<file path="src/rtl/pa3x3_tile_controller.sv">
// Tile sequencer for processing_array_3x3: clears the accumulators, streams K operand
// pairs from synchronous memory, waits for done, then presents the result to a consumer.
module pa3x3_tile_controller #(
   parameter int DATA_WIDTH    = 8,
   parameter int ACC_WIDTH     = 32,
   parameter int ADDR_WIDTH    = 8,
   parameter int K_WIDTH       = 8,
   parameter int DRAIN_TIMEOUT = 16
) (
   input  logic                    clk,
   input  logic                    i_reset,
   input  logic                    i_start,
   input  logic [K_WIDTH-1:0]      i_k_len,
   input  logic [ADDR_WIDTH-1:0]   i_a_base,
   input  logic [ADDR_WIDTH-1:0]   i_b_base,
   output logic                    o_busy,
   output logic                    o_mem_rd_en,
   output logic [ADDR_WIDTH-1:0]   o_a_addr,
   output logic [ADDR_WIDTH-1:0]   o_b_addr,
   input  logic [3*DATA_WIDTH-1:0] i_a_rdata,
   input  logic [3*DATA_WIDTH-1:0] i_b_rdata,
   output logic [3*DATA_WIDTH-1:0] o_pa_a_vector,
   output logic [3*DATA_WIDTH-1:0] o_pa_b_vector,
   output logic                    o_pa_data_valid,
   output logic                    o_pa_read_enable,
   output logic                    o_pa_clear_acc,
   input  logic [9*ACC_WIDTH-1:0]  i_pa_result_matrix,
   input  logic                    i_pa_computation_done,
   input  logic                    i_pa_overflow_detected,
   output logic [9*ACC_WIDTH-1:0]  o_result_matrix,
   output logic                    o_result_valid,
   input  logic                    i_result_ready,
   output logic                    o_overflow,
   output logic                    o_timeout_err,
   output logic [2:0]              o_dbg_state
);

   localparam int DW = $clog2(DRAIN_TIMEOUT + 1);
   localparam logic [DW-1:0]      DRAIN_LAST = DW'(DRAIN_TIMEOUT - 1);
   localparam logic [K_WIDTH-1:0] K_ONE      = K_WIDTH'(1);

   localparam logic [2:0] S_IDLE    = 3'd0;
   localparam logic [2:0] S_CLEAR   = 3'd1;
   localparam logic [2:0] S_FETCH   = 3'd2;
   localparam logic [2:0] S_DRAIN   = 3'd3;
   localparam logic [2:0] S_READ    = 3'd4;
   localparam logic [2:0] S_CAPTURE = 3'd5;
   localparam logic [2:0] S_HOLD    = 3'd6;

   logic [2:0]            state;
   logic [K_WIDTH-1:0]    k_len;
   logic [K_WIDTH-1:0]    fetch_idx;
   logic [ADDR_WIDTH-1:0] a_base;
   logic [ADDR_WIDTH-1:0] b_base;
   logic [DW-1:0]         drain_cnt;
   logic                  overflow_acc;
   logic                  rd_en_d1;
   logic                  start_ok;
   logic                  ovf_window;

   assign start_ok   = (state == S_IDLE) && i_start && (i_k_len != '0);
   assign ovf_window = (state == S_CLEAR) || (state == S_FETCH) || (state == S_DRAIN) ||
                       (state == S_READ) || (state == S_CAPTURE);

   assign o_busy           = (state != S_IDLE);
   assign o_mem_rd_en      = (state == S_FETCH);
   assign o_a_addr         = o_mem_rd_en ? a_base + ADDR_WIDTH'(fetch_idx) : '0;
   assign o_b_addr         = o_mem_rd_en ? b_base + ADDR_WIDTH'(fetch_idx) : '0;
   assign o_pa_clear_acc   = (state == S_CLEAR);
   assign o_pa_read_enable = (state == S_READ);
   assign o_dbg_state      = state;

   // Result handshake: o_result_valid is high for the whole of HOLD with o_result_matrix and
   // o_overflow frozen; a transfer occurs on any cycle where valid and i_result_ready are both high.
   assign o_result_valid = (state == S_HOLD);

   always_ff @(posedge clk or posedge i_reset) begin
      if (i_reset) begin
         state           <= S_IDLE;
         k_len           <= '0;
         fetch_idx       <= '0;
         a_base          <= '0;
         b_base          <= '0;
         drain_cnt       <= '0;
         overflow_acc    <= 1'b0;
         o_result_matrix <= '0;
         o_overflow      <= 1'b0;
         o_timeout_err   <= 1'b0;
      end else begin
         case (state)
            S_IDLE: begin
               if (start_ok) begin
                  k_len         <= i_k_len;
                  a_base        <= i_a_base;
                  b_base        <= i_b_base;
                  fetch_idx     <= '0;
                  o_overflow    <= 1'b0;
                  o_timeout_err <= 1'b0;
                  state         <= S_CLEAR;
               end
            end
            S_CLEAR: state <= S_FETCH;
            S_FETCH: begin
               fetch_idx <= fetch_idx + K_ONE;
               if (fetch_idx == k_len - K_ONE) begin
                  drain_cnt <= '0;
                  state     <= S_DRAIN;
               end
            end
            S_DRAIN: begin
               // Completion is judged on done alone; valids still in flight are the array's concern.
               if (i_pa_computation_done) begin
                  state <= S_READ;
               end else if (drain_cnt == DRAIN_LAST) begin
                  o_timeout_err <= 1'b1;
                  state         <= S_IDLE;
               end else begin
                  drain_cnt <= drain_cnt + 1'b1;
               end
            end
            S_READ: state <= S_CAPTURE;
            S_CAPTURE: begin
               o_result_matrix <= i_pa_result_matrix;
               o_overflow      <= overflow_acc | i_pa_overflow_detected;
               state           <= S_HOLD;
            end
            S_HOLD: begin
               if (i_result_ready) state <= S_IDLE;
            end
            default: state <= S_IDLE;
         endcase

         if (start_ok) overflow_acc <= 1'b0;
         else if (ovf_window) overflow_acc <= overflow_acc | i_pa_overflow_detected;
      end
   end

   // Memory data lands one cycle after the strobe, so the array sees valid two cycles after it.
   always_ff @(posedge clk or posedge i_reset) begin
      if (i_reset) begin
         rd_en_d1        <= 1'b0;
         o_pa_data_valid <= 1'b0;
         o_pa_a_vector   <= '0;
         o_pa_b_vector   <= '0;
      end else begin
         rd_en_d1        <= o_mem_rd_en;
         o_pa_data_valid <= rd_en_d1;
         o_pa_a_vector   <= rd_en_d1 ? i_a_rdata : '0;
         o_pa_b_vector   <= rd_en_d1 ? i_b_rdata : '0;
      end
   end

endmodule

</file>
<file path="config.mk">
export PLATFORM = sky130hd
export DESIGN_NAME = pa3x3_tile_controller
export DESIGN_NICKNAME = d
export VERILOG_FILES = /design/src/rtl/pa3x3_tile_controller.sv
export SDC_FILE = /design/constraint.sdc
export NUM_CORES = 1
export LEC_CHECK = 0
export BUFFER_PORTS_ARGS = -buffer_cell sky130_fd_sc_hd__buf_2
export CAP_MARGIN = 5
export CELL_PAD_IN_SITES_DETAIL_PLACEMENT = 2
export CELL_PAD_IN_SITES_GLOBAL_PLACEMENT = 2
export CORE_AREA = 10 10 274 276
export DETAILED_ROUTE_END_ITERATION = 6
export DIE_AREA = 0 0 284 286
export PLACE_DENSITY_LB_ADDON = 0.1
export SLEW_MARGIN = 20
export SYNTH_ARGS = -nofsm -noshare
export SYNTH_HDL_FRONTEND = slang
export SYNTH_SLANG_ARGS = --single-unit
</file>
<file path="constraint.sdc">
create_clock -name clk -period 12.5 [get_ports clk]
set_input_delay 1.25 -clock clk [delete_from_list [all_inputs] [get_ports clk]]
set_output_delay 1.25 -clock clk [all_outputs]
set_load 0.02 [all_outputs]
</file>
Word-level counts from Yosys, hierarchy flattened
Cells that the tools add are included.

storage, ports and cells
  word-level logic and storage cells = 78
  bits in writable memories = 0
  ROM bits = 0
  bits in latches = 0
  register bits after elaboration = 381
  memories = 0

cells by class
  magnitude comparators = 0
  equality and inequality tests = 15
  $mul = 0
  add/subtract/negate cells = 5
  div/mod/pow operators = 0
  multiplexer cells = 23
  reduce and logical (&&, ||, !) cells = 20
  shifts and indexed selects = 0
  bitwise gates (word level) = 1

operators by type and width
  cell                                              count
  two-way mux 24 bit                                2
  two-way mux 8 bit                                 3
  case mux 3 bit (7 select lines)                   1
  adder 8 bit                                       2
  case mux 8 bit (2 select lines)                   1
  two-way mux 3 bit                                 5
  two-way mux 5 bit                                 3
  AND reduction 4 bit                               3
  case mux 5 bit (2 select lines)                   1
  nonzero test 2 bit                                5
  == test 3 bit, second input constant              3
  adder 8 x 1 -> 8 bit, second input constant       1
  == test 8 bit                                     1
  nonzero test 8 bit                                1
  subtractor 8 x 1 -> 8 bit, second input constant  1
  == test 3 x 2 -> 1 bit, second input constant     2
  != test 2 x 1 -> 1 bit, second input constant     3
  != test 2 bit, second input constant              3
  AND reduction 2 bit                               3
  adder 5 x 1 -> 5 bit, second input constant       1
  == test 5 x 4 -> 1 bit, second input constant     1
  two-way mux 1 bit                                 5
  logical OR 1 bit                                  4
  case mux 1 bit (2 select lines)                   2
  other kinds (6)                                   7

Longest topological paths before layout
Gate-level depths: netlist (run 1).

  depth after elaboration = 7
  gate-level depth with buffers = 9
  mapped depth without buffers = 7

Worst setup path before layout (run 1)
Ideal clock, no wire load.

  path kind = reg-to-output
  start = reg state[0], in the netlist o_dbg_state[0]
  end = out o_a_addr[7]
  path buffers = 3
  cell stages (with the launch flop) = 8
  data required time = 11250 ps
  data arrival time = 1943 ps
  slack = 9307 ps
  cells stage by stage = dfrtp_1 buf_2 or3b_1 inv_1 buf_2 buf_2 nand2_1 mux2i_1

on the way
  cells in the longest elaborated chain, start to end = 2

RTL lines
  element                   line  RTL
  start: declaration        50    logic [2:0] state;
  start signal: assignment  79    state <= S_IDLE;
  start signal: assignment  99    state <= S_CLEAR;
  start signal: assignment  102   S_CLEAR: state <= S_FETCH;
  == test 3 x 2 -> 1 bit    66    assign o_mem_rd_en = (state == S_FETCH);
  net o_mem_rd_en           17    output logic o_mem_rd_en,
  two-way mux 8 bit         67    assign o_a_addr = o_mem_rd_en ? a_base + ADDR_WIDTH'(fetch_idx) : '0;
  end: declaration          18    output logic [ADDR_WIDTH-1:0] o_a_addr,

The timed path passes the listed nets, and every way through them passes these cells.

Final worst setup path (run 1)
  start = reg state[0], in the netlist o_dbg_state[0]
  end = out o_a_addr[6]

on the way
  cells in the longest elaborated chain, start to end = 2

RTL lines
  element                 line
  == test 3 x 2 -> 1 bit  66
  two-way mux 8 bit       67

No other way between the ends.

==> reports/summary.txt, run 1 <==
Layout cells sized above 1: 62.5%
Die footprint: 81,200 sq um
Crit Path Max Fanout: 22
Count leader, synth: dfrtp_1
# setup viols final: 0
Setup TNS: 0 ps
Mapped Area: 15,100 sq um
Type of the tightest min-delay check: reg -> reg
Worst path bufs/invs: 3
Post-DP HPWL: 53.2 mm
Antenna Nets Post-Route: 0
Max frequency: 248 MHz
Max-cap viol count: 0
Synth area leader: dfrtp_1
Syn_nets: 1,387
Final core utilization: 30.7%
First-pass GRT wire length: 94.6 mm
P_leak: 10.5 nW
Slew @ Worst Pin: 1100 ps
Cts bufs inserted: 49
RSZ-0062 raised after global routing: false
Final-stage net count: 2,125
Yosys top cell area share: 63.3%
Top post-synthesis cells by area: dfrtp_1, mux2_2, and2_1
DR pass1 iterations: 4
CTS tree: built
Final period utilization: 32.3%
Top_reg_cell synth: dfrtp_1
Synth Register Bits: 381
Core area: 69,500 sq um
Number of synthesis warnings: 0
Hold Buf Count CTS: 0
Vias in the first global route: 12,400
Die extent in x: 284 um
Post-route cell area: 21,400 sq um
Non-filler instance count after layout: 2,727
GRT Overall Usage: 15.8%
CP top delay family: buffers and inverters
Area delta synth->final: 41.9%
WS Path Type: reg -> out
# clock sinks: 381
Vias: 11,200
CP max stage delay: 560 ps
Drt total wl: 66.7 mm
Synth cell types: 48
Post-cts sizing count: 0
Maximum vdd ir drop: 112 uV
Crit-path cells: or3b_1, buf_4, inv_1, o21ai_0, nand3_1, buf_2
Clock Tree Root: clkbuf_16
Status: finished, final reports clean
Grt total ovfl: 0
M3 GR Usage: 6.41%
Share of flip-flops with an asynchronous set or reset: 100%
Met2 usage: 30.1%
Sequential area share after synthesis: 63.3%
Arrival @ worst endpoint: 2780 ps
Initial antenna violation count: 28
CP required: 11,250 ps
Drt via density: 4.10
Met1 Use GR: 15.4%
Crit. End Element: output pin
PwrDens: 287 nW/um^2
CP Launch Type: register
DR iter-0 viols: 427
Worst-Skew Late Latency: 580 ps
GPL Wtd Cong: 0.766
IO Port Bufs: 728
Clk_skew: 15.1 ps
Slowest library cell on the worst path: inv_1
DP Area: 19,700 sq um
Clock slew at reported path FFs: 50 ps
Commonest cells in the netlist: dfrtp_1, mux2_2, and2_1
Gate Count Post-Synth: 1,001
Final min period: 4030 ps
Post-synth EDFFs: 0
Placed cells: 2,628
WL/cell: 24.4 um
H-tree level count: 2
Site Rows: 97
Layer with the highest usage: met2
Longest Clk Path Bufs: 3
Avg Inst Size Synth: 15.0 sq um
Final slew viol count: 0
Final hold violation count: 0
Hold_ws: 490 ps
Starting Density: 21.6%
Post-CTS Setup Inserts: 0
Worst rel slew slack: 26.7%
Die Ht: 286 um
Post-route DRC: 0
Io pins: 729
Largest net degree at the start of global routing: 153
==> metal layers <==
layer,vias up,part of all wire [%]
met3,118,8.6
met4,16,2.6
met5,-,0.16
met2,405,55
met1,5659,34
li1,4995,-
==> worst paths after layout <==
check,start,endpoint,slack [ps],cells past startpoint
max,o_dbg_state[0]$_DFFE_PP0P_,o_a_addr[6],8470,6
min,o_timeout_err$_DFFE_PP0P_,o_timeout_err$_DFFE_PP0P_,490,1
max reg2reg,o_dbg_state[0]$_DFFE_PP0P_,fetch_idx[7]$_DFFE_PP0P_,10030,6
min reg2reg,o_timeout_err$_DFFE_PP0P_,o_timeout_err$_DFFE_PP0P_,490,1
max in group asynchronous,i_reset,o_result_matrix[242]$_DFFE_PP0P_,9670,4
min in group asynchronous,i_reset,o_result_matrix[33]$_DFFE_PP0P_,860,2
==> stage by stage <==
step	power (W)	setup slack, ps
after floorplan	0.00366	664
after global routing	0.00654	8170
after detailed placement	0.00484	8540
after global placement	0.00477	8560
after CTS	0.00630	8370
final	0.00614	8470
==> state kept, by name, indices dropped and copies added (netlist names) <==
signal and flops:
o_pa_data_valid 1, o_overflow 1, overflow_acc 1, k_len 8, drain_cnt 5, fetch_idx 8, o_timeout_err 1, o_pa_a_vector 24
o_result_matrix 288, rd_en_d1 1, b_base 8, o_pa_b_vector 24, o_dbg_state 3, a_base 8
==> placed cells by master (no fill, tap or decap), drive strengths merged, types with 10 or more instances in the layout <==
cell type,n
clkbuf,73
o21ai,21
nor2,16
and2,56
clkinv,10
a21oi,12
diode,10
dfrtp,381
xnor2,11
nand2,19
buf,737
ha,18
mux2,312
==> area by class of cell <==
type	count	area (sq um)
fill	7571	48200
sequential	381	9530
multi-input combinational	562	5240
timing repair buffer	737	3760
clock buffer	73	1400
tap	940	1180
clock inverter	16	198
inverter	8	37.5
antenna	10	25.0
==> logic make-up after synthesis <==
family	share of synthesized area, %
buf+inv	1.95
flops	63.3
simple gates	5.94
fa+ha+maj	1.76
compound gates	2.56
xor+xnor	0.989
mux	23.5
==> power by group <==
part           internal (W)  switching, W
combinational       0.00101       0.00161
clock              0.000854      0.000557
sequential          0.00181      0.000300
total               0.00367       0.00247
==> worst register-to-register path: stages, from the launching register on <==
cell and delay [ps]:
dfrtp_1 480, or3b_1 410, buf_4 210, inv_1 570
nand4_1 330, o211ai_1 260, o31ai_1 90
Power figures use the tool's default switching activity.
==> run 2: changes to the inputs <==
- clock period: 12.5 -> 3.5 ns (I/O delays scaled with it)
==> reports/summary.txt, run 2 (synthesis gave the netlist of run 1 again) <==
Status: finished, final reports clean
Die footprint: 81,200 sq um
Grt total ovfl: 0
Most frequent cells in the layout: buf_2, dfrtp_1, dlygate4sd3_1
DR iter-0 viols: 358
Final slew viol count: 0
Starting Density: 21.6%
R2R depth: 7
Initial antenna violation count: 8
Largest net degree at the start of global routing: 82
R2r setup slk: 1080 ps
Clk_skew: 12.6 ps
CP required: 3150 ps
P_leak: 12.0 nW
Longest Clk Path Bufs: 3
WHS Endpoint: o_result_matrix[25]$_DFFE_PP0P_
Slew @ Worst Pin: 809 ps
Die extent in x: 284 um
Final core utilization: 35.8%
Cts bufs inserted: 48
Core area: 69,500 sq um
Type of the tightest min-delay check: in -> reg
Max-cap viol count: 0
Worst Setup Slack, final: 354 ps
Hold Path Origin: i_pa_result_matrix[25]
Arrival @ worst endpoint: 2800 ps
Biggest regs: o_result_matrix: 288 flops, o_pa_a_vector: 24 flops, o_pa_b_vector: 24 flops
Worst rel slew slack: 46.0%
Clock slew at reported path FFs: 60 ps
Post-DP HPWL: 55.1 mm
IO Port Bufs: 728
Final min period: 3150 ps
Die Ht: 286 um
Setup TNS: 0 ps
Antenna Nets Post-Route: 0
Commonest non-fill, non-tap cell in the layout: buf_2
Layout cells sized above 1: 52.4%
CP Launch Type: register
Crit Path Max Fanout: 22
Largest Register: o_result_matrix
Reg-to-Reg Start: k_len[0]$_DFFE_PP0P_
PwrDens: 891 nW/um^2
Post-route DRC: 0
Site Rows: 97
Max reg flops: 288
GPL Wtd Cong: 0.772
Drt total wl: 71.8 mm
Hold path cells: 2
Drt via density: 4.11
Clock Tree Root: clkbuf_16
CTS tree: built
WL/cell: 23.3 um
Final period utilization: 89.9%
Worst-Skew Late Latency: 570 ps
Final hold violation count: 0
Final-stage net count: 2,486
Pre-CTS setup slack: 872 ps
Crit. Startpoint: o_dbg_state[0]$_DFFE_PP0P_
Total power: 0.0222 W
WS Path Type: reg -> out
# setup viols final: 0
GRT Overall Usage: 17.0%
# clock sinks: 381
Crit Reg-Reg Endpoint: drain_cnt[4]$_DFFE_PP0P_
RSZ-0062 raised after global routing: false
Crit. End Element: output pin
DR pass1 iterations: 4
First-pass GRT wire length: 104 mm
Vias in the first global route: 14,500
Maximum vdd ir drop: 389 uV
H-tree level count: 2
Area delta synth->final: 65.5%
Vias: 12,700
Max frequency: 318 MHz
Io pins: 729
Post-cts sizing count: 0
## run 2: cell types whose count changed in the layout (fill, tap and decap cells not counted), moves of 2 or more
cell / delta
dlygate4sd3_1: +351
buf_4: +9
buf_12: +4
bufinv_16: -3
diode_2: -4
clkinv_2: -5
clkbuf_8: +6
clkbuf_1: -2
## run 2: metrics by stage
stage                     cell area (sq um)  std cells  hold slack (ps)
final                                 24900       3080             39.0
after global routing                  24900       3078             8.56
after CTS                             24900       3074           0.0211
after detailed placement              19800       2639              486
after global placement                19800       2639              476
after floorplan                       15100       1001              389
## run 2: cell type report
cell class              instances  area (sq um)
flip-flops and latches        381          9530
multi-input cells             562          5240
fillers                      7324         44600
clock buffers                  77          1470
inverters                       8          33.8
repair buffers               1099          7380
well taps                     940          1180
clock inverters                 7          73.8
diodes                          6          15.0
## run 2: timing repair
item,in CTS,in global routing
hold buffers,351,0
endpoints found under the hold margin,363,0
buffers inserted,0,0
## run 2: critical path, stage by stage (launching register included)
cell     delay [ps]
dfrtp_1         490
or3b_1          590
inv_1           580
o21ai_0         230
nand3_1         150
buf_2           180
## run 2: report_power, final
part           leakage [nW]  total (W)  switching (W)  internal, W
clock network         0.757    0.00487        0.00194      0.00293
logic                  6.67    0.00974        0.00588      0.00386
registers              4.56    0.00761        0.00115      0.00646
total                  12.0     0.0222        0.00897       0.0132
## run 2: layer usage
metal	global-route usage [%]	vias up	part of all wire [%]	routed length, um
met4	4.92	6	2.4	1730
met1	17.9	6425	36	26200
met3	5.89	92	7.6	5430
met2	31.6	434	54	38500
met5	0	-	0.056	40
li1	-	5701	-	-
## run 2: worst max-delay path by stage
stage | endpoint | cells after the start
floorplan | a_base[0]$_DFFE_PP0P_ | 1
detailed placement | o_b_addr[5] | 5
global route | o_a_addr[5] | 5
global placement | o_b_addr[5] | 5
CTS | o_b_addr[5] | 5
finish | o_b_addr[5] | 5
==> run 3: changes to the inputs <==
- RECOVER_POWER: default -> 100
- SLEW_MARGIN: 20 -> 0
==> reports/summary.txt, run 3 (synthesis gave the netlist of run 1 again) <==
Status: finished, violations left
Failing checks: capacitance limit, slew limit
Die Ht: 286 um
Antenna Nets Post-Route: 0
GRT Overall Usage: 17.0%
Final min period: 3170 ps
Crit. End Element: register
Die footprint: 81,200 sq um
First-pass GRT wire length: 104 mm
PwrDens: 891 nW/um^2
Total power: 0.0217 W
Largest Register: o_result_matrix
Internal power: 0.0127 W
Crit Path Max Fanout: 56
Final period utilization: 90.7%
Max frequency: 315 MHz
Switching part of the total: 41.6%
Grt total ovfl: 0
DR iter-0 viols: 279
Max reg flops: 288
Clk_skew: 10.2 ps
Final hold violation count: 0
Starting Density: 21.6%
Post-DP HPWL: 55.1 mm
# clock sinks: 381
Clock Tree Root: clkbuf_16
Arrival @ worst endpoint: 3620 ps
Biggest regs: o_result_matrix: 288 flops, o_pa_a_vector: 24 flops, o_pa_b_vector: 24 flops
Non-filler instance count after layout: 3,080
Clock Power Share: 22.5%
Worst rel slew slack: -21.0%
Core area: 69,500 sq um
Max-cap viol count: 1
Slew @ Worst Pin: 1820 ps
Drt via density: 4.13
DR pass1 iterations: 4
Site Rows: 97
Worst-Skew Late Latency: 560 ps
P_leak: 10.8 nW
NetSw: 0.00903 W
WS Path Type: reg -> reg
Vias: 12,700
Final slew viol count: 56
Io pins: 729
Type of the tightest min-delay check: in -> reg
GPL Wtd Cong: 0.772
IO Port Bufs: 728
Die extent in x: 284 um
Vias in the first global route: 14,500
WL/cell: 23.4 um
Commonest non-fill, non-tap cell in the layout: dfrtp_1
Most frequent cells in the layout: dfrtp_1, clkbuf_1, buf_2
# setup viols final: 0
Maximum vdd ir drop: 391 uV
Final-stage net count: 2,486
CTS tree: built
CP Launch Type: register
Drt total wl: 72.0 mm
H-tree level count: 2
RSZ-0062 raised after global routing: false
CP required: 3950 ps
Combinational power share: 42.2%
Cts bufs inserted: 48
Clock slew at reported path FFs: 60 ps
Hold_ws: 42.5 ps
Largest net degree at the start of global routing: 82
Longest Clk Path Bufs: 3
Area delta synth->final: 61.7%
Initial antenna violation count: 8
Layout cells sized above 1: 35.2%
Placed cells: 2,639
Post-CTS Setup Inserts: 0
Reg power frac: 35.4%
Post-route DRC: 0
[run 3: changes by cell type in the layout (fill, tap and decap cells not counted), moves of 3 or more]
cell / previous run / this run
o21ai_1: 3 / 0
buf_4: 14 / 5
and2_1: 56 / 18
clkbuf_2: 0 / 9
clkbuf_1: 15 / 379
and2_0: 0 / 38
buf_12: 6 / 1
o21ai_0: 18 / 21
buf_2: 728 / 367
[run 3: critical path, cell delays in order (launching register included)]
cell and delay, ps:
dfrtp_1 490, nand3b_1 150, clkbuf_2 1320, buf_4 640
mux2_2 410
[run 3: power groups by stage]
stage / clock (W) / sequential [W] / combinational [W]
CTS: 0.00509 / 0.00760 / 0.00997
floorplan: 0 / 0.00981 / 0.00328
detailed placement: 0 / 0.00766 / 0.00960
finish: 0.00487 / 0.00767 / 0.00915
global route: 0.00529 / 0.00795 / 0.00983
global placement: 0 / 0.00754 / 0.00949
[run 3: cell type report]
class	count	area, sq um
fill	7469	45200
sequential	381	9530
timing repair buffer	1099	6840
multi-input combinational	562	5200
clock buffer	77	1470
tap	940	1180
clock inverter	7	73.8
inverter	8	31.3
antenna	6	15.0
[run 3: through the flow]
stage	TNS, ps	worst slack, ps	utilization (%)	cell area (sq um)
final	0	326	35.0	24300
after global routing	0	46.3	35.0	24300
after floorplan	-750570	-1970	-	15100
after global placement	0	1010	28.5	19800
after detailed placement	0	872	28.5	19800
after CTS	0	236	35.8	24900
[run 3: what timing repair did]
action	in CTS	in global routing
hold endpoints to repair	363	0
hold buffers	351	0
gates resized for setup	0	0
[run 3: per-layer routing]
metal / track usage [%] / up-vias / share of wire [%]
met1: 17.9 / 6470 / 37
met3: 5.89 / 102 / 7.3
met5: 0 / - / 0.072
met2: 31.6 / 424 / 53
li1: - / 5702 / -
met4: 4.92 / 8 / 2.6
[run 3: final timing paths]
check	cells after the start	slack [ps]	from	to
setup / recovery	4	330	o_dbg_state[1]$_DFFE_PP0P_	o_result_matrix[166]$_DFFE_PP0P_
hold / removal	2	40	i_pa_result_matrix[25]	o_result_matrix[25]$_DFFE_PP0P_
setup reg to reg	4	330	o_dbg_state[1]$_DFFE_PP0P_	o_result_matrix[166]$_DFFE_PP0P_
hold reg to reg	1	500	a_base[0]$_DFFE_PP0P_	a_base[0]$_DFFE_PP0P_
max in group asynchronous	4	950	i_reset	o_result_matrix[12]$_DFFE_PP0P_
min in group asynchronous	3	630	i_reset	o_pa_a_vector[5]$_DFF_PP0_
